$ cat config.mk
export PLATFORM = sky130hd
export DESIGN_NAME = serial_byte_rx
export DESIGN_NICKNAME = d
export VERILOG_FILES = /design/src/rtl/serial_byte_rx.sv
export SDC_FILE = /design/constraint.sdc
export NUM_CORES = 1
export LEC_CHECK = 0
export ABC_AREA = 1
export ABC_CLOCK_PERIOD_IN_PS = 1600
export BUFFER_PORTS_ARGS = -buffer_cell sky130_fd_sc_hd__buf_4
export CAP_MARGIN = 20
export CORE_MARGIN = 3
export CORE_UTILIZATION = 35
export DETAILED_ROUTE_END_ITERATION = 12
export PLACE_DENSITY_LB_ADDON = 0.08
export RECOVER_POWER = 25
export SYNTH_ARGS = -nofsm -noshare
export SYNTH_HDL_FRONTEND = slang
export SYNTH_SLANG_ARGS = --single-unit
$ cat constraint.sdc
create_clock -name clk -period 1.6 [get_ports clk]
set_input_delay 0.24 -clock clk [delete_from_list [all_inputs] [get_ports clk]]
set_output_delay 0.24 -clock clk [all_outputs]
set_load 0.01 [all_outputs]
$ cat src/rtl/serial_byte_rx.sv
// UART-style byte receiver: synchronizes the serial line, recovers start/8 data/stop
// frames, and presents each byte on a valid/ready register with error pulses.
module serial_byte_rx #(
  parameter int CLKS_PER_BIT = 16,
  parameter int SYNC_STAGES  = 2
) (
  input  logic       clk,
  input  logic       reset_n,
  input  logic       d,
  output logic [7:0] data,
  output logic       valid,
  input  logic       ready,
  output logic       frame_err,
  output logic       overrun
);

  localparam int TW = (CLKS_PER_BIT > 2) ? $clog2(CLKS_PER_BIT) : 1;
  localparam logic [TW-1:0] TICK_LAST = TW'(CLKS_PER_BIT - 1);
  localparam logic [TW-1:0] TICK_MID  = TW'(CLKS_PER_BIT / 2 - 1);

  typedef enum logic [1:0] {IDLE, START, DATA, STOP} state_t;

  state_t               state, state_next;
  logic [SYNC_STAGES-1:0] sync_p0;
  logic                 ds;
  logic [TW-1:0]        tick;
  logic [2:0]           bit_idx;
  logic [7:0]           shreg;
  logic                 tick_done, tick_mid, sample, stop_sample, load, ferr;

  // Input synchronizer; resets to idle-high so reset never looks like a start bit
  always_ff @(posedge clk) begin
    if (!reset_n) sync_p0 <= '1;
    else          sync_p0 <= {sync_p0[SYNC_STAGES-2:0], d};
  end

  assign ds = sync_p0[SYNC_STAGES-1];

  always_ff @(posedge clk) begin
    if (!reset_n) state <= IDLE;
    else          state <= state_next;
  end

  always_comb begin
    state_next  = state;
    tick_done   = (tick == TICK_LAST);
    tick_mid    = (tick == TICK_MID);
    sample      = 1'b0;
    stop_sample = 1'b0;
    case (state)
      IDLE:  if (!ds) state_next = START;
      START: if (tick_mid) state_next = ds ? IDLE : DATA;
      DATA: begin
        sample = tick_done;
        if (tick_done && bit_idx == 3'd7) state_next = STOP;
      end
      STOP: begin
        stop_sample = tick_done;
        if (tick_done) state_next = IDLE;
      end
      default: state_next = IDLE;
    endcase
    load = stop_sample & ds;
    ferr = stop_sample & ~ds;
  end

  // Bit timing, shift register and output register
  always_ff @(posedge clk) begin
    if (!reset_n) begin
      tick      <= '0;
      bit_idx   <= '0;
      shreg     <= '0;
      data      <= '0;
      valid     <= 1'b0;
      frame_err <= 1'b0;
      overrun   <= 1'b0;
    end else begin
      case (state)
        IDLE:    tick <= '0;
        START:   tick <= tick_mid ? '0 : tick + 1'b1;
        default: tick <= tick_done ? '0 : tick + 1'b1;
      endcase

      if (state == START && tick_mid) bit_idx <= '0;
      else if (sample)                bit_idx <= bit_idx + 1'b1;

      if (sample) shreg <= {ds, shreg[7:1]};

      frame_err <= ferr;
      overrun   <= load & valid & ~ready;

      // A load wins over a concurrent handshake: the fresh byte stays valid
      if (load) begin
        data  <= shreg;
        valid <= 1'b1;
      end else if (valid && ready) begin
        valid <= 1'b0;
      end
    end
  end

endmodule

==> results by group, run 1 <==
Status
  – Status: finished clean

Global route
  – Gr usage total: 12.0%
  – First-pass GRT wire length: 3780 microns
  – Vias in the first global route: approximately 900
  – Total gr overflow: 0
  – Pin count of the biggest net entering global routing: 17
  – Initial antenna violation count: 0

Synthesis
  – Mapped Area: about 0.0012 sq mm
  – Top cells by count, synth: 30 x dfxtp_1, 28 x nor2_1, 25 x nand2_1, 10 x a21oi_1, 10 x nand3_1
  – Synthesized area per cell: slightly above 8 sq um
  – Post-synth top flop: dfxtp_1
  – Count leader, synth: dfxtp_1
  – Netlist cell types: 25
  – #FFs+latches synth: 30
  – Gate Count Post-Synth: around 140
  – Syn Nets: 150
  – Ys async rst share: 0%
  – Top-area cell type share of the netlist area: 50.8%
  – Cell taking the most area after synthesis: dfxtp_1
  – Seq/Total Area, Yosys: 50.8%
  – Synth area leaders: dfxtp_1 51%, nor2_1 8.9%, nand2_1 7.9%
  – Synth warn: 0
  – Post-synth EDFFs: 0

Power and ir drop
  – PD cells: around 940 mW/mm^2
  – Pleak: approximately 0.53 nW
  – Total power: around 1.3 mW
  – Peak supply drop: 375 uV

Clock tree
  – Deepest clock path buffer count: 2
  – CTS tree: done
  – Root Driver: clkbuf_4
  – Hold_buf cts: 0
  – TritonCTS buffer count: 5
  – Post_cts resized: 0
  – Clk Latency, worst-skew pair: approximately 0.32 ns
  – Clock-pin slew on the worst setup and hold paths: roughly 0.090 ns
  – H-tree levels: 2
  – Post-CTS Setup Inserts: 0
  – CTS sink cnt: 30

Layout
  – Diode count: 0
  – Nets: approximately 170
  – Final instance area: ~0.0014 sq mm
  – Area growth from synthesis to layout: 14.4%
  – # fillers: 337
  – Post-Route Utilization: 43.2%
  – Share of cells above drive strength 1: between 10% and 20%

Timing
  – Worst Skew: between 0.009 and 0.01 ns
  – Final Cycle Share: roughly nine tenths
  – Final critical-path required period: 1.42 ns
  – Final Hold Viols: 0
  – Count of pins over their slew limit: 0
  – Final WS setup: roughly 0.18 ns
  – Final setup fails: 0
  – Worst-margin pin slew: ~0.8 ns
  – Highest Clock Rate: slightly above 0.7 GHz
  – Max-slew headroom: roughly 47%
  – RSZ-0062 raised after global routing: false
  – TNS Setup: 0 ns

Floorplan
  – Height of the die: between 60 and 70 microns
  – DIE AREA: roughly 0.0041 sq mm
  – # rows: 20
  – I/O pin cnt: 15
  – Initial Util: between 30 and 40%
  – Die Wd: 64.1 microns
  – Core area: 0.00313 sq mm

Detailed routing
  – Vias per cell: 4.51
  – Vias: approximately 930
  – Drt total wl: 2150 microns
  – Antenna-violating nets left: 0
  – Drt drc: 0
  – Starting DRT DRC Count: between 40 and 50
  – Pre-Repair DR Iteration Count: 4
  – Post-DR wirelength/cell: approximately 10 microns

Worst setup path
  – Critical Path End Type: register
  – Critical path peak fanout: 8
  – Cell breakdown of the critical path: ha_1 > nand3_2 > inv_2 > nand2_2 > buf_4 > o21ai_2 > nor2_1
  – Critical path class: reg2reg
  – CP peak stage delay: ~0.36 ns
  – CP max-delay cell: dfxtp_1
  – Reg2Reg Setup Slack: 0.18 ns
  – Worst Setup Start Kind: register
  – R2r worst-path depth: 7
  – Data arrival, critical path: ~1.6 ns
  – WP data required: ~1.8 ns
  – R2r endpoint: shreg[7]$_SDFFE_PN0P_
  – R2r startpoint: tick[0]$_SDFF_PN0_

Run
  – Max Cap Viol: 0

Place
  – Gpl congestion: just under 0.8
  – Port-buffer cells: 14
  – HPWL Detailed: between 1500 and 2000 microns
  – Setup WS pre-CTS: between 0.15 and 0.2 ns
  – DP Area: 0.00133 sq mm

Worst hold path
  – Hold Path End: sync_p0[0]$_SDFF_PN1_
  – Worst min path class: in2reg
  – WHS Path Cells: 2
  – Hold path startpoint: d
logic make-up (layout without fill, tap and decap cells):
logic type	count (synthesis)	count (layout)	synth area share, %
xor gates and xnor gates	2	2	1.48
and+or+nand+nor	74	74	28.0
adders and majority gates	3	3	3.17
DFF	30	30	50.8
AOI/OAI and AO/OA	22	22	11.6
buffers and inverters	12	30	4.87
metrics by stage:
stage               hold slack, ns  cells
floorplan                    0.347    143
global placement             0.402    199
detailed placement           0.409    199
CTS                         0.0845    205
global route                0.0758    205
finish                       0.101    205
cells in the final DEF (no fill, tap or decap):
master and instances:
clkinv_2 1, nand2_4 1, ha_1 3, clkbuf_1 8, nor3_1 1, nor2_1 28, o21ai_0 2, dfxtp_1 30
inv_1 6, inv_2 1, buf_4 8, a21oi_1 10, xor2_1 2, a31oi_1 1, nor2_4 1, or2_2 2
o21ai_1 2, nand3b_1 1, nand3_2 1, nand2_1 25, nor4_1 1, nand3_1 10, clkbuf_4 5, clkbuf_8 1
nand4_1 2, o21ai_2 7, nand2_2 1
flip-flops by register name (all words and copies together) (netlist names), named ones only:
| name | flops |
|---|---|
| bit_idx | 3 |
| data | 8 |
| frame_err | 1 |
| overrun | 1 |
| shreg | 8 |
| state | 1 |
| sync_p0 | 2 |
| tick | 4 |
| valid | 1 |
per-layer routing:
| layer | vias up | part of all wire (%) | track usage (%) | routed length (microns) |
|---|---|---|---|---|
| li1 | 504 | - | - | - |
| met1 | 402 | 48 | 13.3 | 1030 |
| met2 | 14 | 44 | 19.0 | 953 |
| met3 | 5 | 5.0 | 4.57 | 108 |
| met4 | 0 | 2.4 | 7.92 | 51 |
| met5 | - | 0 | 0 | 0 |
area by class of cell:
cell class,count,area (sq um),area share [%]
Multi-Input combinational cell,101,524,38.8
Inverter,8,31.3,2.31
Timing Repair Buffer,16,90.1,6.66
Sequential cell,30,601,44.4
Tap cell,44,55.1,4.07
Clock buffer,6,51.3,3.79
where the power goes:
part,switching (mW),internal [mW]
Clock,0.242,0.198
Sequential,0.00894,0.756
Combinational,0.0408,0.0254
critical path: cells and delay by family, from the launching register on:
family	cells	cell delay [ns]
flops	1	0.36
simple gates	3	0.33
buf+inv	2	0.29
fa+ha+maj	1	0.23
compound gates	1	0.10
worst max path at each step:
stage | slack, ns | cells past startpoint | from | endpoint
detailed placement | 0.20 | 6 | tick[0]$_SDFF_PN0_ | tick[3]$_SDFF_PN0_
CTS | 0.18 | 7 | tick[0]$_SDFF_PN0_ | shreg[7]$_SDFFE_PN0P_
global route | 0.03 | 6 | tick[0]$_SDFF_PN0_ | tick[3]$_SDFF_PN0_
finish | 0.18 | 7 | tick[0]$_SDFF_PN0_ | shreg[7]$_SDFFE_PN0P_
floorplan | 0.37 | 7 | tick[0]$_SDFF_PN0_ | shreg[1]$_SDFFE_PN0P_
global placement | 0.21 | 6 | tick[0]$_SDFF_PN0_ | tick[0]$_SDFF_PN0_
Power figures use the tool's default switching activity.
==> run 2: changes to the inputs <==
--- a/config.mk
+++ b/config.mk
@@ -12,7 +12,8 @@
 export CORE_MARGIN = 3
 export CORE_UTILIZATION = 35
 export DETAILED_ROUTE_END_ITERATION = 12
-export PLACE_DENSITY_LB_ADDON = 0.08
+export MAX_ROUTING_LAYER = met4
+export PLACE_DENSITY = 0.5
 export RECOVER_POWER = 25
 export SYNTH_ARGS = -nofsm -noshare
 export SYNTH_HDL_FRONTEND = slang
==> results by group, run 2 (synthesized netlist as in run 1, its figures left out) <==
Power and ir drop
  – Pleak: 0.534 nW (+0.80%)
  – Internal power: 0.940 mW (-4.0%)
  – Clock power frac: 32.9% (-1.7 points)
  – Logic gate share of total power: 5.4% (+0.2 points)
  – Peak supply drop: 424 uV (+13%)
  – Reg power frac: 61.7% (+1.5 points)
  – Net Sw Power: 0.303 mW (+3.9%)
  – PD cells: 919 mW/mm^2 (-2.2%)
  – Switching share of power: 24.4% (+1.4 points)
  – Total power: 1.24 mW (-2.2%)

Clock tree
  – H-tree levels: 2 (unchanged)
  – CTS tree: done
  – Post-CTS Setup Inserts: 0 (unchanged)
  – TritonCTS buffer count: 5 (unchanged)
  – CTS sink cnt: 30 (unchanged)
  – Root Driver: clkbuf_4
  – Post_cts resized: 0 (unchanged)
  – Clock-pin slew on the worst setup and hold paths: 0.09 ns (about the same)
  – Deepest clock path buffer count: 2 (unchanged)
  – Clk Latency, worst-skew pair: 0.33 ns (about the same)
  – Hold_buf cts: 0 (unchanged)

Worst setup path
  – CP max-delay cell: dfxtp_1
  – Critical Path End Type: register
  – Crit path from: tick[0]$_SDFF_PN0_
  – Crit path buffers/inverters: 2 (unchanged)
  – R2r startpoint: tick[0]$_SDFF_PN0_
  – Data arrival, critical path: 1.67 ns (+0.03 ns)
  – Critical path peak fanout: 8 (unchanged)
  – Critical path class: reg2reg
  – CP peak stage delay: 0.37 ns (about the same)
  – Delay-heaviest family, CP: flip-flops
  – Cell breakdown of the critical path: ha_1 > nand3_2 > inv_2 > nand2_2 > buf_4 > o21ai_2 > nor2_1
  – Worst Setup Start Kind: register
  – WP data required: 1.82 ns (about the same)

Detailed routing
  – Starting DRT DRC Count: 25 (-42%)
  – Drt total wl: 2150 microns (unchanged)
  – Vias per cell: 4.45 (-1.3%)
  – Pre-Repair DR Iteration Count: 3 (-1)
  – Post-DR wirelength/cell: 10.4 microns (-0.49%)
  – Drt drc: 0 (unchanged)
  – Vias: 917 (-0.86%)
  – Antenna-violating nets left: 0 (unchanged)

Worst hold path
  – Hold path startpoint: d
  – Worst min path class: in2reg

Layout
  – Most common cell after layout, fill and taps aside: dfxtp_1
  – Largest regs: data (8), shreg (8), tick (4)
  – Nets: 169 (unchanged)
  – Post-Route Utilization: 43.2% (unchanged)
  – Share of cells above drive strength 1: 19.1% (+1.1 points)
  – Area growth from synthesis to layout: 14.4% (unchanged)
  – Final instance area: 0.00135 sq mm (unchanged)
  – Post-route insts no fill: 206 (+0.49%)
  – Most frequent cells in the layout: 30 x dfxtp_1, 28 x nor2_1, 25 x nand2_1, 10 x nand3_1, 10 x a21oi_1
  – Diode count: 0 (unchanged)

Floorplan
  – Core area: 0.00313 sq mm (unchanged)
  – # rows: 20 (unchanged)
  – DIE AREA: 0.00411 sq mm (unchanged)
  – I/O pin cnt: 15 (unchanged)
  – Die Wd: 64.1 microns (unchanged)
  – Initial Util: 37.8% (unchanged)
  – Height of the die: 64.1 microns (unchanged)

Status
  – Status: finished clean

Timing
  – Worst-margin pin slew: 0.343 ns (-0.450 ns)
  – Final Cycle Share: 90.8% (+2.0 points)
  – Worst Skew: 0.0103 ns (+0.000588 ns)
  – TNS Setup: 0 ns (unchanged)
  – Final setup fails: 0 (unchanged)
  – Final Hold Slack: 0.0962 ns (-0.00470 ns)
  – Final critical-path required period: 1.45 ns (+0.0321 ns)
  – Count of pins over their slew limit: 0 (unchanged)
  – RSZ-0062 raised after global routing: false
  – Highest Clock Rate: 0.689 GHz (-2.2%)
  – Final WS setup: 0.148 ns (-0.0321 ns)
  – Final Hold Viols: 0 (unchanged)
  – Max-slew headroom: 77.1% (+30 points)

Place
  – Setup WS pre-CTS: 0.174 ns (-0.0254 ns)
  – HPWL Detailed: 1560 microns (-0.79%)
  – Dpl cells: 199 (unchanged)
  – Gpl congestion: 0.739 (-4.8%)
  – Port-buffer cells: 14 (unchanged)
  – DP Area: 0.00133 sq mm (unchanged)

Global route
  – Gr usage total: 13.0% (+1.1 points)
  – Pin count of the biggest net entering global routing: 17 (unchanged)
  – Initial antenna violation count: 0 (unchanged)
  – Vias in the first global route: 929 (+4.3%)
  – Total gr overflow: 0 (unchanged)
  – First-pass GRT wire length: 4010 microns (+6.0%)

Run
  – Max Cap Viol: 0 (unchanged)
## run 2: cell count changes in the layout (fill, tap and decap cells not counted)
cell / change
clkbuf_8: -1
buf_4: +1
clkinv_2: +2
clkbuf_1: -1
## run 2: final cells by class
class | count | area [sq um]
fill | 328 | 1780
clock buffer | 5 | 37.5
tap | 44 | 55.1
multi-input combinational | 101 | 524
timing repair buffer | 16 | 93.8
inverter | 8 | 31.3
sequential | 30 | 601
clock inverter | 2 | 10.0
## run 2: per-layer routing
metal | vias to the layer above | global-route usage, % | wire (microns)
met5 | - | - | 0
li1 | 505 | - | -
met4 | 0 | 5.54 | 48
met2 | 16 | 21.0 | 958
met3 | 5 | 5.45 | 99
met1 | 391 | 14.1 | 1040
## run 2: power groups by stage
stage / Combinational, mW / Sequential [mW] / Clock [mW]
after global placement: 0.0676 / 0.783 / 0
after global routing: 0.0789 / 0.769 / 0.482
final: 0.0676 / 0.766 / 0.409
after CTS: 0.0687 / 0.766 / 0.430
after floorplan: 0.0510 / 0.781 / 0
after detailed placement: 0.0687 / 0.783 / 0
## run 2: worst paths after layout
path,endpoint,slack (ns),depth (start not counted)
worst min-delay path,sync_p0[0]$_SDFF_PN1_,0.1,2
worst min register to register,sync_p0[1]$_SDFF_PN1_,0.43,1
worst max register to register,shreg[3]$_SDFFE_PN0P_,0.15,7
worst max-delay path,shreg[3]$_SDFFE_PN0P_,0.15,7
